**config.mk**
```make
export PLATFORM = sky130hd
export DESIGN_NAME = vp_controller
export DESIGN_NICKNAME = d
export VERILOG_FILES = /design/src/rtl/vp_controller.sv
export SDC_FILE = /design/constraint.sdc
export NUM_CORES = 1
export LEC_CHECK = 0
export ABC_CLOCK_PERIOD_IN_PS = 5100
export BUFFER_PORTS_ARGS = -buffer_cell sky130_fd_sc_hd__buf_2
export CORE_ASPECT_RATIO = 1.75
export CORE_MARGIN = 4
export CORE_UTILIZATION = 50
export CTS_BUF_LIST = sky130_fd_sc_hd__clkbuf_4 sky130_fd_sc_hd__clkbuf_8
export DETAILED_ROUTE_END_ITERATION = 10
export PLACE_DENSITY = 0.77
export SYNTH_ARGS = -nofsm -noshare
export SYNTH_HDL_FRONTEND = slang
export SYNTH_SLANG_ARGS = --single-unit
```
**constraint.sdc**
```tcl
create_clock -name clk -period 5.1 [get_ports clk]
set_input_delay 0.255 -clock clk [delete_from_list [all_inputs] [get_ports clk]]
set_output_delay 0.255 -clock clk [all_outputs]
set_load 0.01 [all_outputs]
```
**src/rtl/vp_controller.sv**
```systemverilog
`default_nettype none
// ============================================================================
//  Module   : vp_controller
//  Purpose  : Load value prediction sequencer for the MEM stage. It gates
//             speculation on a global saturating confidence counter, keeps at
//             most one speculative load in flight, verifies it against the
//             D-cache response, trains the value table and runs a fixed-length
//             recovery sequence on a mispredict or timeout.
//  Revision : 1.0 - initial release
// ============================================================================
module vp_controller #(
  parameter int ADDR_WIDTH      = 32,
  parameter int DATA_WIDTH      = 32,
  parameter int CONF_BITS       = 2,
  parameter int RECOVERY_CYCLES = 4,
  parameter int TIMEOUT         = 64
) (
  input  logic                  clk,
  input  logic                  rst,
  input  logic                  ld_req,
  input  logic [ADDR_WIDTH-1:0] ld_pc,
  input  logic                  pred_hit,
  input  logic [DATA_WIDTH-1:0] pred_data,
  input  logic                  dc_valid,
  input  logic [DATA_WIDTH-1:0] dc_data,
  output logic                  pred_out_valid,
  output logic [DATA_WIDTH-1:0] pred_out,
  output logic [ADDR_WIDTH-1:0] chk_pc,
  output logic                  vp_en,
  output logic                  ld_stall,
  output logic                  verify_ok,
  output logic                  recover,
  output logic                  recover_busy,
  output logic                  recovery_done,
  output logic                  lvpt_we,
  output logic [ADDR_WIDTH-1:0] lvpt_pc,
  output logic [DATA_WIDTH-1:0] lvpt_data,
  output logic [15:0]           stat_correct,
  output logic [15:0]           stat_wrong
);

  localparam int TMO_W  = (TIMEOUT > 2) ? $clog2(TIMEOUT) : 1;
  localparam int RCNT_W = (RECOVERY_CYCLES > 1) ? $clog2(RECOVERY_CYCLES) : 1;

  localparam logic [CONF_BITS-1:0] CONF_MAX  = '1;
  localparam logic [TMO_W-1:0]     TMO_LAST  = TMO_W'(TIMEOUT - 1);
  localparam logic [RCNT_W-1:0]    RCNT_INIT = RCNT_W'(RECOVERY_CYCLES - 1);
  localparam logic [15:0]          STAT_MAX  = 16'hFFFF;

  typedef enum logic [1:0] {
    ST_IDLE    = 2'd0,
    ST_SPEC    = 2'd1,
    ST_RECOVER = 2'd2
  } state_t;

  state_t                  state_q, state_d;
  logic [CONF_BITS-1:0]    conf_q, conf_d;
  logic [TMO_W-1:0]        tmo_q, tmo_d;
  logic [RCNT_W-1:0]       rcnt_q, rcnt_d;
  logic [DATA_WIDTH-1:0]   spec_val_q, spec_val_d;
  logic [ADDR_WIDTH-1:0]   chk_pc_q, chk_pc_d;
  logic                    pred_out_valid_q, pred_out_valid_d;
  logic [DATA_WIDTH-1:0]   pred_out_q, pred_out_d;
  logic                    vp_en_q, vp_en_d;
  logic                    verify_ok_q, verify_ok_d;
  logic                    recover_q, recover_d;
  logic                    recover_busy_q, recover_busy_d;
  logic                    recovery_done_q, recovery_done_d;
  logic                    lvpt_we_q, lvpt_we_d;
  logic [ADDR_WIDTH-1:0]   lvpt_pc_q, lvpt_pc_d;
  logic [DATA_WIDTH-1:0]   lvpt_data_q, lvpt_data_d;
  logic [15:0]             stat_correct_q, stat_correct_d;
  logic [15:0]             stat_wrong_q, stat_wrong_d;

  logic start;

  // Speculate only on a confident table hit whose cache data is not already here
  always_comb begin
    start = (state_q == ST_IDLE) & ld_req & pred_hit & conf_q[CONF_BITS-1] & ~dc_valid;
  end

  // Next-state and next-output computation for the whole controller
  always_comb begin
    state_d          = state_q;
    conf_d           = conf_q;
    tmo_d            = tmo_q;
    rcnt_d           = rcnt_q;
    spec_val_d       = spec_val_q;
    chk_pc_d         = chk_pc_q;
    pred_out_valid_d = 1'b0;
    pred_out_d       = pred_out_q;
    verify_ok_d      = 1'b0;
    recover_d        = 1'b0;
    lvpt_we_d        = 1'b0;
    lvpt_pc_d        = lvpt_pc_q;
    lvpt_data_d      = lvpt_data_q;
    stat_correct_d   = stat_correct_q;
    stat_wrong_d     = stat_wrong_q;

    case (state_q)
      ST_IDLE: begin
        if (start) begin
          state_d          = ST_SPEC;
          spec_val_d       = pred_data;
          chk_pc_d         = ld_pc;
          tmo_d            = '0;
          pred_out_valid_d = 1'b1;
          pred_out_d       = pred_data;
        end else if (ld_req && dc_valid) begin
          // Non-speculative load: train the table and the confidence counter
          lvpt_we_d   = 1'b1;
          lvpt_pc_d   = ld_pc;
          lvpt_data_d = dc_data;
          if (pred_hit) begin
            if (pred_data == dc_data) begin
              if (conf_q != CONF_MAX) conf_d = conf_q + CONF_BITS'(1);
            end else begin
              if (conf_q != '0) conf_d = conf_q - CONF_BITS'(1);
            end
          end
        end
      end

      ST_SPEC: begin
        // A response arriving on the timeout cycle still gets compared
        if (dc_valid) begin
          lvpt_we_d   = 1'b1;
          lvpt_pc_d   = chk_pc_q;
          lvpt_data_d = dc_data;
          if (dc_data == spec_val_q) begin
            verify_ok_d = 1'b1;
            state_d     = ST_IDLE;
            if (conf_q != CONF_MAX) conf_d = conf_q + CONF_BITS'(1);
            if (stat_correct_q != STAT_MAX) stat_correct_d = stat_correct_q + 16'd1;
          end else begin
            recover_d = 1'b1;
            state_d   = ST_RECOVER;
            rcnt_d    = RCNT_INIT;
            conf_d    = '0;
            if (stat_wrong_q != STAT_MAX) stat_wrong_d = stat_wrong_q + 16'd1;
          end
        end else if (tmo_q == TMO_LAST) begin
          recover_d = 1'b1;
          state_d   = ST_RECOVER;
          rcnt_d    = RCNT_INIT;
          conf_d    = '0;
          if (stat_wrong_q != STAT_MAX) stat_wrong_d = stat_wrong_q + 16'd1;
        end else begin
          tmo_d = tmo_q + TMO_W'(1);
        end
      end

      ST_RECOVER: begin
        if (rcnt_q == '0) state_d = ST_IDLE;
        else              rcnt_d  = rcnt_q - RCNT_W'(1);
      end

      default: state_d = ST_IDLE;
    endcase

    // Level outputs follow the next state so they line up with the state itself
    vp_en_d         = (state_d == ST_SPEC);
    recover_busy_d  = (state_d == ST_RECOVER);
    recovery_done_d = (state_d == ST_RECOVER) && (rcnt_d == '0);
  end

  // Single register stage for state, bookkeeping and every registered output
  always_ff @(posedge clk) begin
    if (rst) begin
      state_q          <= ST_IDLE;
      conf_q           <= '0;
      tmo_q            <= '0;
      rcnt_q           <= '0;
      spec_val_q       <= '0;
      chk_pc_q         <= '0;
      pred_out_valid_q <= 1'b0;
      pred_out_q       <= '0;
      vp_en_q          <= 1'b0;
      verify_ok_q      <= 1'b0;
      recover_q        <= 1'b0;
      recover_busy_q   <= 1'b0;
      recovery_done_q  <= 1'b0;
      lvpt_we_q        <= 1'b0;
      lvpt_pc_q        <= '0;
      lvpt_data_q      <= '0;
      stat_correct_q   <= '0;
      stat_wrong_q     <= '0;
    end else begin
      state_q          <= state_d;
      conf_q           <= conf_d;
      tmo_q            <= tmo_d;
      rcnt_q           <= rcnt_d;
      spec_val_q       <= spec_val_d;
      chk_pc_q         <= chk_pc_d;
      pred_out_valid_q <= pred_out_valid_d;
      pred_out_q       <= pred_out_d;
      vp_en_q          <= vp_en_d;
      verify_ok_q      <= verify_ok_d;
      recover_q        <= recover_d;
      recover_busy_q   <= recover_busy_d;
      recovery_done_q  <= recovery_done_d;
      lvpt_we_q        <= lvpt_we_d;
      lvpt_pc_q        <= lvpt_pc_d;
      lvpt_data_q      <= lvpt_data_d;
      stat_correct_q   <= stat_correct_d;
      stat_wrong_q     <= stat_wrong_d;
    end
  end

  // Stall is the only combinational output: hold MEM until data can be supplied
  always_comb begin
    ld_stall = 1'b0;
    case (state_q)
      ST_IDLE:    ld_stall = ld_req & ~dc_valid & ~start;
      ST_SPEC:    ld_stall = ld_req;
      ST_RECOVER: ld_stall = ld_req;
      default:    ld_stall = 1'b0;
    endcase
  end

  assign pred_out_valid = pred_out_valid_q;
  assign pred_out       = pred_out_q;
  assign chk_pc         = chk_pc_q;
  assign vp_en          = vp_en_q;
  assign verify_ok      = verify_ok_q;
  assign recover        = recover_q;
  assign recover_busy   = recover_busy_q;
  assign recovery_done  = recovery_done_q;
  assign lvpt_we        = lvpt_we_q;
  assign lvpt_pc        = lvpt_pc_q;
  assign lvpt_data      = lvpt_data_q;
  assign stat_correct   = stat_correct_q;
  assign stat_wrong     = stat_wrong_q;

endmodule
`default_nettype wire

```
==> results.toml, run 1 <==
[cells_and_area]
stdcell_area_sq_mm = 0.00979
syn_to_final_growth_pct = 22.8
multiInputGateArea_sq_mm = 0.00414
layout-drive-gt1-share_pct = 25.7
regArea_sq_mm = 0.00358
nFillCells = 1476
fin_util_pct = 63.0
fin_nets = 1318

[timing]
setup_violations = 0
hold_viol_final = 0
maxSlewHeadroom_pct = 26.5
finalSetupTns_ps = 0
tightest_slew_ps = 1100
rsz0062_at_grt = "no"
max_freq_mhz = 346
slew_violations = 0
finClkSkew_ps = 22.5
fin_crit_sh_pct = 56.7
worst_slack_ps = 2210
min_period_ps = 2890

[run_status]
outcome = "finished, final reports clean"

[floorplan]
start_util_pct = 51.3
dieHeight_um = 175
die_w_um = 103
dieArea_sq_mm = 0.0181
io_pins = 269
placementRows = 60
core_sq_mm = 0.0155

[worst_setup_path]
cp_slowest_stage_delay_ps = 860
crit_chain = "inv_1, ha_1, nor2b_1, nand4_1, buf_4, nand2_1, a21oi_1"
worstPathArrival_ps = 3180
critPathKind = "flop to flop"
worstSetupEndpointType = "flop"
slowest_stage = "nand4_1"
cp.buffers_inverters = 2
critPathMaxFanout = 43
crit_family = "simple AND/OR/NAND/NOR gates"
cp_data_required_time_ps = 5380
worst_setup_path_start_kind = "flop"

[cts]
post_cts_buffers = 0
root_buffer = "clkbuf_8"
clock_latency_ps = 460
h-tree-depth = 4
numCtsBuffers = 17
cts_resized = 0
cts.sinks = 179
clk_path_buf_depth = 2
cts_tree = "done"
clk_pin_slew_worst_paths_ps = 110

[pwr]
total_power_uw = 2640
power.density_mw_per_mm2 = 269
leakage_uw = 0.00403
ir_worst_vdd_v = 0.000209

[yosys]
synth_xor_area_share_pct = 7.47
synth_ff_type = "dfxtp_1"
synth_compound_area_share_pct = 15.3
yosys-top-cells-count = "nand2_1, dfxtp_1, a21oi_1"
synth.largest_area_cell = "dfxtp_1"
synth_top_area_share_pct = 44.9
synth_top_family_by_area = "simple AND/OR/NAND/NOR gates"
muxShareOfSynthArea_pct = 4.85
syn_area_sq_mm = 0.00798
synth_edf_count = 0
ys_ff_latch = 179
synth.most_common_cell = "nand2_1"
synth-seq-area-share_pct = 44.9
yosys.area_share.simple_pct = 22.5
synth_area_per_cell_sq_um = 8.20
synth_fa_ha_area_share_pct = 1.57
async_flop_share_pct = 0
yosysUniqueCellTypes = 47
synth_nets = 1084
synth.area.top_cells = "dfxtp_1, nand2_1, a21oi_1, xor2_1, mux2i_1"
syn_inst = 973
synth_warnings = 0

[place]
pre_cts_ws_ps = 2190
io_buffer_count = 268
gp_congestion = 0.888
placed_area_sq_mm = 0.00938
place_hpwl_um = 17900

[route]
drt_first_iter_violations = 270
avgViaCountPerCell = 5.53
drc = 0
first_pass_iters = 5
wirelength_um = 24000
wire_per_inst_um = 17.1
vias = 7785
ant_nets = 0

[grt]
grt_pass1_vias = 7447
antenna_found_initial = 3
grt_max_degree = 138
grt_usage_pct = 26.1
grt_pass1_wl_um = 37500
gr-total-overflow = 0

[flow_run]
drv_cap = 0

[hold_path]
hold_path_class = "input port to flop"
==> cells by family after synthesis <==
logic type / count (synthesis)
AOI/OAI and AO/OA: 209
xor gates and xnor gates: 68
adders and majority gates: 10
buffers and inverters: 71
DFF: 179
muxes: 38
and+or+nand+nor: 398
==> placed cells by master (no fill, tap or decap), types with 18 or more instances in the layout <==
master,instances
buf_2,267
nand2_1,220
dfxtp_1,179
a21oi_1,131
nor2_1,59
xor2_1,47
a211oi_1,34
mux2i_1,33
nand4_1,21
xnor2_1,21
clkbuf_8,18
==> stage by stage <==
step / hold slack (ps) / cells
global route: 14.1 / 1407
finish: 28.1 / 1407
floorplan: 385 / 973
detailed placement: 445 / 1372
global placement: 439 / 1372
CTS: 0.882 / 1406
==> layer usage <==
layer	global-route usage (%)	share of wire (%)	up-vias
li1	-	-	3828
met4	10.2	3.6	4
met2	45.4	52	255
met3	7.07	7.1	54
met1	29.3	37	3644
met5	0	0.087	-
==> power by group <==
part           total, uW  switching (uW)  internal (uW)  leakage [uW]
logic                247             150           96.6       0.00239
clock network        950             574            376      0.000189
registers           1440            14.6           1430       0.00145
total               2640             739           1900       0.00403
==> cell type report <==
cell class | instances | area share [%]
inverter | 10 | 0.383
clock inverter | 14 | 1.43
antenna | 1 | 0.0255
timing repair buffer | 276 | 14.4
tap | 186 | 2.38
multi-input combinational | 723 | 42.2
sequential | 179 | 36.6
clock buffer | 18 | 2.53
==> timing repair <==
action                                 in CTS  in global routing
endpoints found under the hold margin       2                  0
hold buffers                                2                  0
setup endpoints to repair                   0                  0
==> state kept, by name (all words and copies together), names as in the netlist, 2 cells and up <==
signal and count:
tmo_q 6, lvpt_data 32, conf_q 2, rcnt_q 2
chk_pc 32, pred_out 32, stat_correct 16, lvpt_pc 32
state_q 2, stat_wrong 16
==> final timing paths <==
check	start	endpoint	slack [ps]	depth (start not counted)
worst max-delay path	state_q[1]	pred_out[5]	2210	7
worst max register to register	state_q[1]	pred_out[5]	2210	7
worst min register to register	lvpt_data[5]	lvpt_data[5]	450	2
worst min-delay path	ld_pc[15]	chk_pc[15]	30	3
==> worst min-delay path, cell delays in order <==
cell,delay (ps)
buf_2,100
nand2_1,50
a21oi_1,50
Note: power is estimated with default switching activity, not from simulation.
==> run 2: changes to the inputs <==
Settings changed: ABC_AREA from default to 1, ABC_CLOCK_PERIOD_IN_PS 5100 to 2600, CORE_UTILIZATION 50 to 48.
Clock period 5.1 ns to 2.6 ns, I/O delays scaled along.
==> results.toml, run 2 <==
[route]
first_pass_iters = 5
drt_first_iter_violations = 422
avgViaCountPerCell = 5.17
wirelength_um = 28300
drc = 0
wire_per_inst_um = 15.8
ant_nets = 0
vias = 9282

[worst_setup_path]
cp_slowest_stage_delay_ps = 410
crit_chain = "inv_1, ha_1, nand2_1, nor2_1, nand3_1, inv_2, nor2_2, o211ai_4, buf_12, a211oi_1, a211oi_1"
path_common_cell = "a211oi_1"
regToRegSetupSlack_ps = 220
worstSetupEndpointType = "flop"
critPathMaxFanout = 49
slowest_stage = "dfxtp_1"
cp_data_required_time_ps = 2950
critPathKind = "flop to flop"
r2r_start = "state_q[1]"
worst_setup_path_start_kind = "flop"
crit_start = "state_q[1]"
worstPathArrival_ps = 2730

[cts]
clk_pin_slew_worst_paths_ps = 110
numCtsBuffers = 17
root_buffer = "clkbuf_8"
clock_latency_ps = 480
cts_tree = "done"
h-tree-depth = 4
clk_path_buf_depth = 2
cts.sinks = 179

[pwr]
leakage_uw = 0.00544
power.density_mw_per_mm2 = 482
total_power_uw = 5530
ir_worst_vdd_v = 0.000387

[cells_and_area]
instances_no_fill = 1795
syn_to_final_growth_pct = 32.3
final_common_cell = "buf_2"
fin_nets = 1661
nFillCells = 1521
layout-drive-gt1-share_pct = 23.0
fin_util_pct = 65.0
final_cell_mix = "buf_2, nand2_1, inv_1, dfxtp_1, nor2_1"
stdcell_area_sq_mm = 0.0115

[grt]
grt_max_degree = 65
gr-total-overflow = 0
grt_pass1_vias = 8993
grt_pass1_wl_um = 44200
grt_usage_pct = 27.6
antenna_found_initial = 0

[yosys]
synth_area_per_cell_sq_um = 7.13
yosys-top-cells-count = "nand2_1, inv_1, dfxtp_1"
synth_warnings = 0
synth_nets = 1325
ys_ff_latch = 179
synth-seq-area-share_pct = 41.4
muxShareOfSynthArea_pct = 0
synth_fa_ha_area_share_pct = 1.45
synth_compound_area_share_pct = 18.1
synth_top_family_by_area = "simple AND/OR/NAND/NOR gates"
synth_xor_area_share_pct = 3.24
synth.most_common_cell = "nand2_1"
synth.largest_area_cell = "dfxtp_1"
async_flop_share_pct = 0
synth.area.top_cells = "dfxtp_1, nand2_1, inv_1, a211oi_1, o21ai_0"
yosys.area_share.simple_pct = 22.8
syn_inst = 1214
synth_top_area_share_pct = 41.4
synth_edf_count = 0
synth_ff_type = "dfxtp_1"
syn_area_sq_mm = 0.00866
yosysUniqueCellTypes = 44

[place]
io_buffer_count = 268
numPlacedInstances = 1677
place_hpwl_um = 20200
gp_congestion = 0.921
placed_area_sq_mm = 0.0102

[timing]
tightest_slew_ps = 693
finClkSkew_ps = 17.3
setup_violations = 0
max_freq_mhz = 420
slew_violations = 0
maxSlewHeadroom_pct = 53.5
finalSetupTns_ps = 0
hold_viol_final = 0
fin_crit_sh_pct = 91.7
rsz0062_at_grt = "no"
min_period_ps = 2380

[run_status]
outcome = "finished, final reports clean"

[floorplan]
core_sq_mm = 0.0176
io_pins = 269
die_w_um = 110
dieHeight_um = 186
start_util_pct = 49.1
placementRows = 64
dieArea_sq_mm = 0.0203

[hold_path]
hold_path_class = "input port to flop"
min-delay-start = "dc_data[23]"

[flow_run]
drv_cap = 0
## run 2: metal layers
metal	vias to the layer above	wire, um	track usage (%)
met3	107	2030	7.19
met2	378	14100	47.8
met4	0	1620	16.0
met1	4210	10500	29.9
met5	-	0	0
li1	4587	-	-
## run 2: layout make-up
type,instances,area (sq um),area share (%)
clock buffers,17,234,2.04
clock inverters,15,164,1.43
flip-flops and latches,179,3580,31.3
repair buffers,365,2320,20.2
multi-input cells,752,3980,34.7
well taps,231,289,2.52
diodes,1,2.50,0.0218
inverters,235,887,7.74
## run 2: where the power goes
group | leakage, uW | internal [uW] | switching (uW)
Combinational | 0.00378 | 311 | 389
Clock | 0.000198 | 806 | 1170
Sequential | 0.00145 | 2810 | 38.3
Total | 0.00544 | 3930 | 1600
## run 2: final timing paths
path                   end  cells past startpoint
max            lvpt_pc[28]                     11
min          lvpt_data[23]                      3
max reg2reg    lvpt_pc[28]                     11
min reg2reg   lvpt_data[2]                      2
## run 2: critical path, delay by kind of cell (launching register included)
kind	cells	cell delay, ps
adders and majority gates	1	270
buffers and inverters	3	430
AOI/OAI and AO/OA	3	580
and+or+nand+nor	4	570
DFF	1	410
## run 2: kinds of logic (layout without fill, tap and decap cells)
logic type / after synthesis / count (layout)
AOI/OAI and AO/OA: 256 / 257
DFF: 179 / 179
and+or+nand+nor: 453 / 453
other: 0 / 1
xor gates and xnor gates: 32 / 32
buffers and inverters: 284 / 632
adders and majority gates: 10 / 10
## run 2: timing repair
item / 4_1_cts / 5_1_grt
buffers inserted: 0 / 0
hold endpoints to repair: 84 / 0
resized for setup: 0 / 1
endpoints found under the setup margin: 0 / 8
hold buffers: 84 / 0
## run 2: through the flow
stage	hold slack [ps]	worst slack, ps
global placement	364	329
CTS	0.313	187
detailed placement	369	201
global route	16.5	25.0
finish	25.7	217
floorplan	243	694
